**config.mk**
```make
export PLATFORM = sky130hd
export DESIGN_NAME = rv_mem_stage
export DESIGN_NICKNAME = d
export VERILOG_FILES = /design/src/rtl/rv_mem_stage.sv
export SDC_FILE = /design/constraint.sdc
export NUM_CORES = 1
export LEC_CHECK = 0
export BUFFER_PORTS_ARGS = -buffer_cell sky130_fd_sc_hd__buf_2
export CAP_MARGIN = 0
export CORE_AREA = 2 2 125 127
export DETAILED_ROUTE_END_ITERATION = 10
export DIE_AREA = 0 0 127 129
export PLACE_DENSITY_LB_ADDON = 0.25
export SLEW_MARGIN = 20
export SYNTH_ARGS = -nofsm -noshare
export SYNTH_HDL_FRONTEND = slang
export SYNTH_SLANG_ARGS = --single-unit
```
**constraint.sdc**
```tcl
create_clock -name i_mem_clk -period 1.75 [get_ports i_mem_clk]
set_input_delay 0.2625 -clock i_mem_clk [delete_from_list [all_inputs] [get_ports i_mem_clk]]
set_output_delay 0.2625 -clock i_mem_clk [all_outputs]
set_load 0.1 [all_outputs]
```
**src/rtl/rv_mem_stage.sv**
```systemverilog
// rv_mem_stage: pipeline MEM stage.
//   Drives a req/gnt/rvalid data-memory port, aligns store data onto the byte
//   lanes, extracts and sign/zero-extends load data, stalls the upstream
//   pipeline while an access is outstanding, provides the MEM forwarding value
//   and registers results into MEM/WB.
// Ports:
//   i_mem_clk / i_mem_rst        clock, synchronous active-high reset
//   i_mem_is_load .. _pre_sel    EX/MEM pipeline register contents
//   o_mem_dmem_* / i_mem_dmem_*  data-memory request/response port
//   o_mem_stall                  hold PC, IF/ID, ID/EX and EX/MEM
//   o_mem_misaligned             misaligned access pulse
//   o_mem_rf_wd_fwd              forwarding value to EX
//   o_mem_wb_rf_*                MEM/WB register outputs
module rv_mem_stage #(
    parameter int XLEN = 32
) (
    input  logic            i_mem_clk,
    input  logic            i_mem_rst,
    input  logic            i_mem_is_load,
    input  logic [XLEN-1:0] i_mem_alu_res,
    input  logic [XLEN-1:0] i_mem_ext_imm,
    input  logic [XLEN-1:0] i_mem_pc_plus_4,
    input  logic            i_mem_dmem_we,
    input  logic [XLEN-1:0] i_mem_dmem_wd,
    input  logic [2:0]      i_mem_dmem_bytectrl,
    input  logic            i_mem_rf_we,
    input  logic [4:0]      i_mem_rf_wa,
    input  logic [1:0]      i_mem_rf_wd_pre_sel,
    output logic            o_mem_dmem_req,
    output logic            o_mem_dmem_we,
    output logic [XLEN-1:0] o_mem_dmem_addr,
    output logic [3:0]      o_mem_dmem_be,
    output logic [XLEN-1:0] o_mem_dmem_wd,
    input  logic            i_mem_dmem_gnt,
    input  logic            i_mem_dmem_rvalid,
    input  logic [XLEN-1:0] i_mem_dmem_rdata,
    output logic            o_mem_stall,
    output logic            o_mem_misaligned,
    output logic [XLEN-1:0] o_mem_rf_wd_fwd,
    output logic            o_mem_wb_rf_we,
    output logic [4:0]      o_mem_wb_rf_wa,
    output logic [XLEN-1:0] o_mem_wb_rf_wd
);

    typedef enum logic {IDLE, WAIT_RSP} state_t;

    state_t          state_q, state_d;
    logic [1:0]      off_q, off_d;
    logic [2:0]      ctrl_q, ctrl_d;
    logic [4:0]      wa_q, wa_d;
    logic            rf_we_q, rf_we_d;
    logic            wb_we_q, wb_we_d;
    logic [4:0]      wb_wa_q, wb_wa_d;
    logic [XLEN-1:0] wb_wd_q, wb_wd_d;

    logic            access, is_half, is_word, mis_cond, idle;
    logic [XLEN-1:0] load_data;

    function automatic logic [XLEN-1:0] sel_wd(input logic [1:0] sel,
                                               input logic [XLEN-1:0] alu,
                                               input logic [XLEN-1:0] ld,
                                               input logic [XLEN-1:0] pc4,
                                               input logic [XLEN-1:0] imm);
        case (sel)
            2'b00:   return alu;
            2'b01:   return ld;
            2'b10:   return pc4;
            default: return imm;
        endcase
    endfunction

    // The addressed byte/half is shifted down to bit 0, then extended.
    function automatic logic [XLEN-1:0] extract_load(input logic [XLEN-1:0] rdata,
                                                     input logic [1:0] off,
                                                     input logic [2:0] ctrl);
        logic [XLEN-1:0] sh;
        sh = rdata >> {off, 3'b000};
        case (ctrl)
            3'b000:  return {{(XLEN-8){sh[7]}}, sh[7:0]};
            3'b100:  return {{(XLEN-8){1'b0}}, sh[7:0]};
            3'b001:  return {{(XLEN-16){sh[15]}}, sh[15:0]};
            3'b101:  return {{(XLEN-16){1'b0}}, sh[15:0]};
            default: return rdata;
        endcase
    endfunction

    always_comb begin
        access   = i_mem_is_load | i_mem_dmem_we;
        is_half  = (i_mem_dmem_bytectrl[1:0] == 2'b01);
        is_word  = i_mem_dmem_bytectrl[1];
        mis_cond = (is_half & i_mem_alu_res[0]) | (is_word & (|i_mem_alu_res[1:0]));
        idle     = (state_q == IDLE);

        // In WAIT_RSP the request has already been accepted, so req is low.
        o_mem_dmem_req   = idle & access & ~mis_cond;
        o_mem_misaligned = idle & access & mis_cond;
        o_mem_dmem_we    = i_mem_dmem_we;
        o_mem_dmem_addr  = {i_mem_alu_res[XLEN-1:2], 2'b00};

        case (i_mem_dmem_bytectrl[1:0])
            2'b00: begin
                o_mem_dmem_be = 4'b0001 << i_mem_alu_res[1:0];
                o_mem_dmem_wd = {4{i_mem_dmem_wd[7:0]}};
            end
            2'b01: begin
                o_mem_dmem_be = 4'b0011 << i_mem_alu_res[1:0];
                o_mem_dmem_wd = {2{i_mem_dmem_wd[15:0]}};
            end
            default: begin
                o_mem_dmem_be = 4'b1111;
                o_mem_dmem_wd = i_mem_dmem_wd;
            end
        endcase

        // A granted load still stalls: its data only arrives with rvalid.
        if (idle) o_mem_stall = o_mem_dmem_req & (~i_mem_dmem_gnt | i_mem_is_load);
        else      o_mem_stall = ~i_mem_dmem_rvalid;

        o_mem_rf_wd_fwd = sel_wd(i_mem_rf_wd_pre_sel, i_mem_alu_res, i_mem_alu_res,
                                 i_mem_pc_plus_4, i_mem_ext_imm);
        load_data = extract_load(i_mem_dmem_rdata, off_q, ctrl_q);

        state_d = state_q;
        off_d   = off_q;
        ctrl_d  = ctrl_q;
        wa_d    = wa_q;
        rf_we_d = rf_we_q;
        wb_we_d = wb_we_q;
        wb_wa_d = wb_wa_q;
        wb_wd_d = wb_wd_q;

        if (o_mem_stall) begin
            wb_we_d = 1'b0;
        end else if (!idle) begin
            // Load completion: rvalid seen in WAIT_RSP.
            wb_we_d = rf_we_q;
            wb_wa_d = wa_q;
            wb_wd_d = sel_wd(i_mem_rf_wd_pre_sel, i_mem_alu_res, load_data,
                             i_mem_pc_plus_4, i_mem_ext_imm);
            state_d = IDLE;
        end else begin
            wb_we_d = i_mem_rf_we & ~o_mem_misaligned;
            wb_wa_d = i_mem_rf_wa;
            wb_wd_d = o_mem_rf_wd_fwd;
        end

        if (idle && o_mem_dmem_req && i_mem_dmem_gnt && i_mem_is_load) begin
            state_d = WAIT_RSP;
            off_d   = i_mem_alu_res[1:0];
            ctrl_d  = i_mem_dmem_bytectrl;
            wa_d    = i_mem_rf_wa;
            rf_we_d = i_mem_rf_we;
        end
    end

    always_ff @(posedge i_mem_clk) begin
        if (i_mem_rst) begin
            state_q <= IDLE;
            off_q   <= '0;
            ctrl_q  <= '0;
            wa_q    <= '0;
            rf_we_q <= 1'b0;
            wb_we_q <= 1'b0;
            wb_wa_q <= '0;
            wb_wd_q <= '0;
        end else begin
            state_q <= state_d;
            off_q   <= off_d;
            ctrl_q  <= ctrl_d;
            wa_q    <= wa_d;
            rf_we_q <= rf_we_d;
            wb_we_q <= wb_we_d;
            wb_wa_q <= wb_wa_d;
            wb_wd_q <= wb_wd_d;
        end
    end

    assign o_mem_wb_rf_we = wb_we_q;
    assign o_mem_wb_rf_wa = wb_wa_q;
    assign o_mem_wb_rf_wd = wb_wd_q;

endmodule

```
==> impl.org <==
** Power and ir drop
- Sequential cells burn 20.5% of the power.
- Combinational logic burns 62.8% of the power.
- Switching share of power :: 53.40%
- Leakage power of the design :: 3.650 nW
- Cell area power density :: 786.0 nW/um^2
- For this design the total switching power over the nets is 0.003360 W.
- Design internal power :: 0.002932 W
- Max IR drop VDD :: 0.3757 mV
- Part of the total power dissipated in the clock network :: 16.7%

** Worst hold path
- The min-delay analysis places its worst path in the category input pin to flop.
- Min-delay src :: i_mem_dmem_bytectrl[2]

** Critical path
- Type of the worst setup path :: flop to primary output
- Beginning of the critical path :: state_q
- Data required time at the worst endpoint :: 1.49 ns
- Critical Path AT :: 1.51 ns
- In this run the worst path has a maximum fanout of 3.
- Reg-to-reg critical path startpoint :: state_q
- Critical Path End Type :: primary output
- STA classifies the critical path startpoint as a flop.

** Finish
- After filler insertion, the fill cell instance count of the layout stands at 1454.
- Non-filler instance count after layout :: 1123
- The library cells used most frequently in the layout, excluding fill and tap cells, are 262 x sky130_fd_sc_hd__buf_2, 69 x sky130_fd_sc_hd__buf_4, 58 x sky130_fd_sc_hd__nor2_1.
- Ratio of cells with drive above 1 in the final layout :: 53.58%
- Syn-to-layout area delta :: 70.52%
- 0 antenna diodes ended up in the layout.
- At the end of the flow the core is filled with cells to 53.45%.
- Final Net Count :: 1111
- Leaving out fill and tap cells, the most frequent cell in the layout is sky130_fd_sc_hd__buf_2.

** Synthesis
- By area the synthesized netlist is led by sky130_fd_sc_hd__dfxtp_1 21%, sky130_fd_sc_hd__a221oi_1 8.4%, sky130_fd_sc_hd__mux2i_1 7.0%, sky130_fd_sc_hd__buf_4 6.7%, sky130_fd_sc_hd__nor2_1 6.4%.
- The netlist uses 47 different library cells.
- Synthesis produced a netlist whose cell count is 627.
- Total of flip-flops plus latches after synthesis :: 50
- In this run, synthesis inferred 0 flip-flops with an integrated enable.
- Warnings, synthesis :: 0
- Counting flops with an async set or reset pin after synthesis yields a share of 0%.
- The average instance in the mapped netlist occupies 7.487 sq um.
- The top cell type by area accounts for 21.32% of the synthesized area.
- Summing every instance area after synthesis gives 4695 sq um.
- Primary flip-flop cell chosen by synthesis mapping :: sky130_fd_sc_hd__dfxtp_1
- The largest total area in the synthesized netlist belongs to sky130_fd_sc_hd__dfxtp_1.
- After synthesis, flip-flops and latches occupy 21.32% of the total area.

** Floorplan
- For this design the top-level I/O count stands at 319.
- Number of rows created at floorplan :: 45
- Initial cell density of the core :: 31.35%
- Std-Cell Core Area :: 14980 sq um
- The die covers 16380 sq um.
- Die H :: 129 microns
- Horizontal die dimension :: 127 microns

** Flow run
- Max-cap check violation count :: 0

** Place
- Post-detailed-placement half-perimeter wirelength :: 16300 microns
- Port Buf Inserts :: 316
- In this run, placement finished with an instance count of 1110.
- Worst-case setup slack after placement :: -0.05849 ns
- Final RePlAce weighted congestion :: 0.8562

** Detailed routing
- Summed over all layers, the routed wires come to 20270 microns.
- In the routed design, unresolved DRC markers number 0.
- The detail route stage leaves a number of antenna-violating nets equal to 0.
- In the final routed layout, each cell accounts on average for 18.05 microns.
- Vias per std cell :: 5.336
- After the first detailed-routing iteration, the DRC count stood at 281.
- The first detailed-routing pass ran for 7 iterations.
- Vias :: 5992

** Clocking
- The clock passes through at most 2 buffers.
- Hold repair after CTS inserted 0 buffers.
- TritonCTS clock tree :: built
- TritonCTS Buffers :: 5
- Depth of the CTS H-tree :: 2
- Clock sink total :: 50
- Clock-pin slew was measured on the worst setup and hold paths at 0.07 ns.
- Source-to-sink clock delay at the later pin of the worst-skew pair :: 0.30 ns
- The tree is rooted in a sky130_fd_sc_hd__clkbuf_16.

** Timing
- The final hold violation count was 0.
- Once routing completed, OpenROAD measured the worst setup slack at -0.01790 ns.
- The count of pins over their slew limit was 0.
- For the pin with the worst max-slew slack, the measured transition is 0.5545 ns.
- Post-route setup TNS :: -0.01790 ns
- The worst path in the final design needs a cycle of 1.768 ns, including I/O delays and setup.
- Maximum frequency from static timing analysis :: 0.5656 GHz
- Setup violations remaining at the end of the flow were counted as 1.
- Final clock period utilization by the worst path :: 101.0%
- Setup repair after global routing could not meet its margin everywhere.
- The worst pin sits at a relative slew slack of 63.29%.
- Clock skew :: 0.007598 ns

** Global routing
- The first global-routing pass estimated 30680 microns of wire.
- Overall routing resource usage :: 23.68%
- Entering global routing, the biggest net connects 36 pins.
- The number of global-route vias before repair is 5952.
- After global routing the overflow that remains totals 0.
- Number of antenna violations at the first check in global routing :: 0

** Outcome
- Failing checks :: setup timing
- The flow ran to the end, but the final reports show violations.
==> area by class of cell <==
cell class	instances	area, sq um	area share (%)
multi-input cells	468	3527	44.06
repair buffers	394	3027	37.81
flip-flops and latches	50	1003	12.54
well taps	188	235.2	2.938
clock buffers	5	125.1	1.563
inverters	15	58.81	0.7346
clock inverters	3	28.78	0.3595
==> power by group through the flow <==
stage	combinational [W]	clock (W)	sequential, W
2_1_floorplan	0.00218	0	0.00196
3_3_place_gp	0.00389	0	0.00132
3_5_place_dp	0.00390	0	0.00132
4_1_cts	0.00393	0.00108	0.00129
5_1_grt	0.00411	0.00111	0.00131
6_report	0.00395	0.00105	0.00129
==> critical path, stage by stage, from the launching register on <==
cell                      delay, ns
sky130_fd_sc_hd__dfxtp_2       0.35
sky130_fd_sc_hd__o21ba_4       0.15
sky130_fd_sc_hd__and3_4        0.18
sky130_fd_sc_hd__a21oi_4       0.17
sky130_fd_sc_hd__inv_4         0.06
sky130_fd_sc_hd__buf_12        0.13
sky130_fd_sc_hd__buf_12        0.15
==> flip-flops by register name, indices dropped and copies added (netlist names) <==
register,count
o_mem_wb_rf_wd,32
o_mem_wb_rf_wa,5
wa_q,5
ctrl_q,3
off_q,2
o_mem_wb_rf_we,1
rf_we_q,1
state_q,1
==> per-layer routing <==
metal	part of all wire, %	vias up	GRT usage, %	wire length (microns)
met5	0	-	0	0
met4	2.5	0	7.434	500
met3	8.3	34	5.821	1690
met2	50	285	42.95	10120
met1	39	2777	27.52	7964
li1	-	2896	-	-
==> final timing paths <==
check,to,slack (ns),cells past startpoint
setup reg to reg,o_mem_wb_rf_wd[23],0.03,9
hold / removal,ctrl_q[2],0.19,3
hold reg to reg,o_mem_wb_rf_wd[13],0.47,1
setup / recovery,o_mem_stall,-0.02,6
==> synth_stat cells, drive strengths merged, types with 6 or more instances <==
library cell and instances:
a21oi 13, a21o 8, o21a 16, a311oi 8, nor2 81, nand2 39, a31oi 6, mux2i 33
mux2 24, o21ai 43, clkbuf 32, dfxtp 50, nor2b 35, inv 15, o211ai 7, a22oi 8
o22a 8, a221oi 45, a211oi 29, nand2b 8, nor3 20, buf 63
==> per-stage QoR <==
stage          power, W  hold WS, ns  area (sq um)
6_report       0.006292       0.1904          8005
2_1_floorplan  0.004133       0.4064          5107
3_3_place_gp   0.005208       0.4445          7705
4_1_cts        0.006301       0.1813          7898
5_1_grt        0.006528       0.2262          8005
3_5_place_dp   0.005219       0.4495          7705
==> kinds of logic after synthesis <==
kind of cell | Yosys count | synth area share, %
xor gates and xnor gates | 1 | 0.1866
AOI/OAI and AO/OA | 213 | 33.56
buffers and inverters | 110 | 12.71
muxes | 57 | 12.79
and+or+nand+nor | 195 | 19.35
other | 1 | 0.07988
DFF | 50 | 21.32
==> repair_timing <==
item	in CTS	in global routing
pin swaps	1	4
setup endpoints to repair	2	44
resized for setup	2	33
setup buffers	4	1
Note: power is estimated with default switching activity, not from simulation.
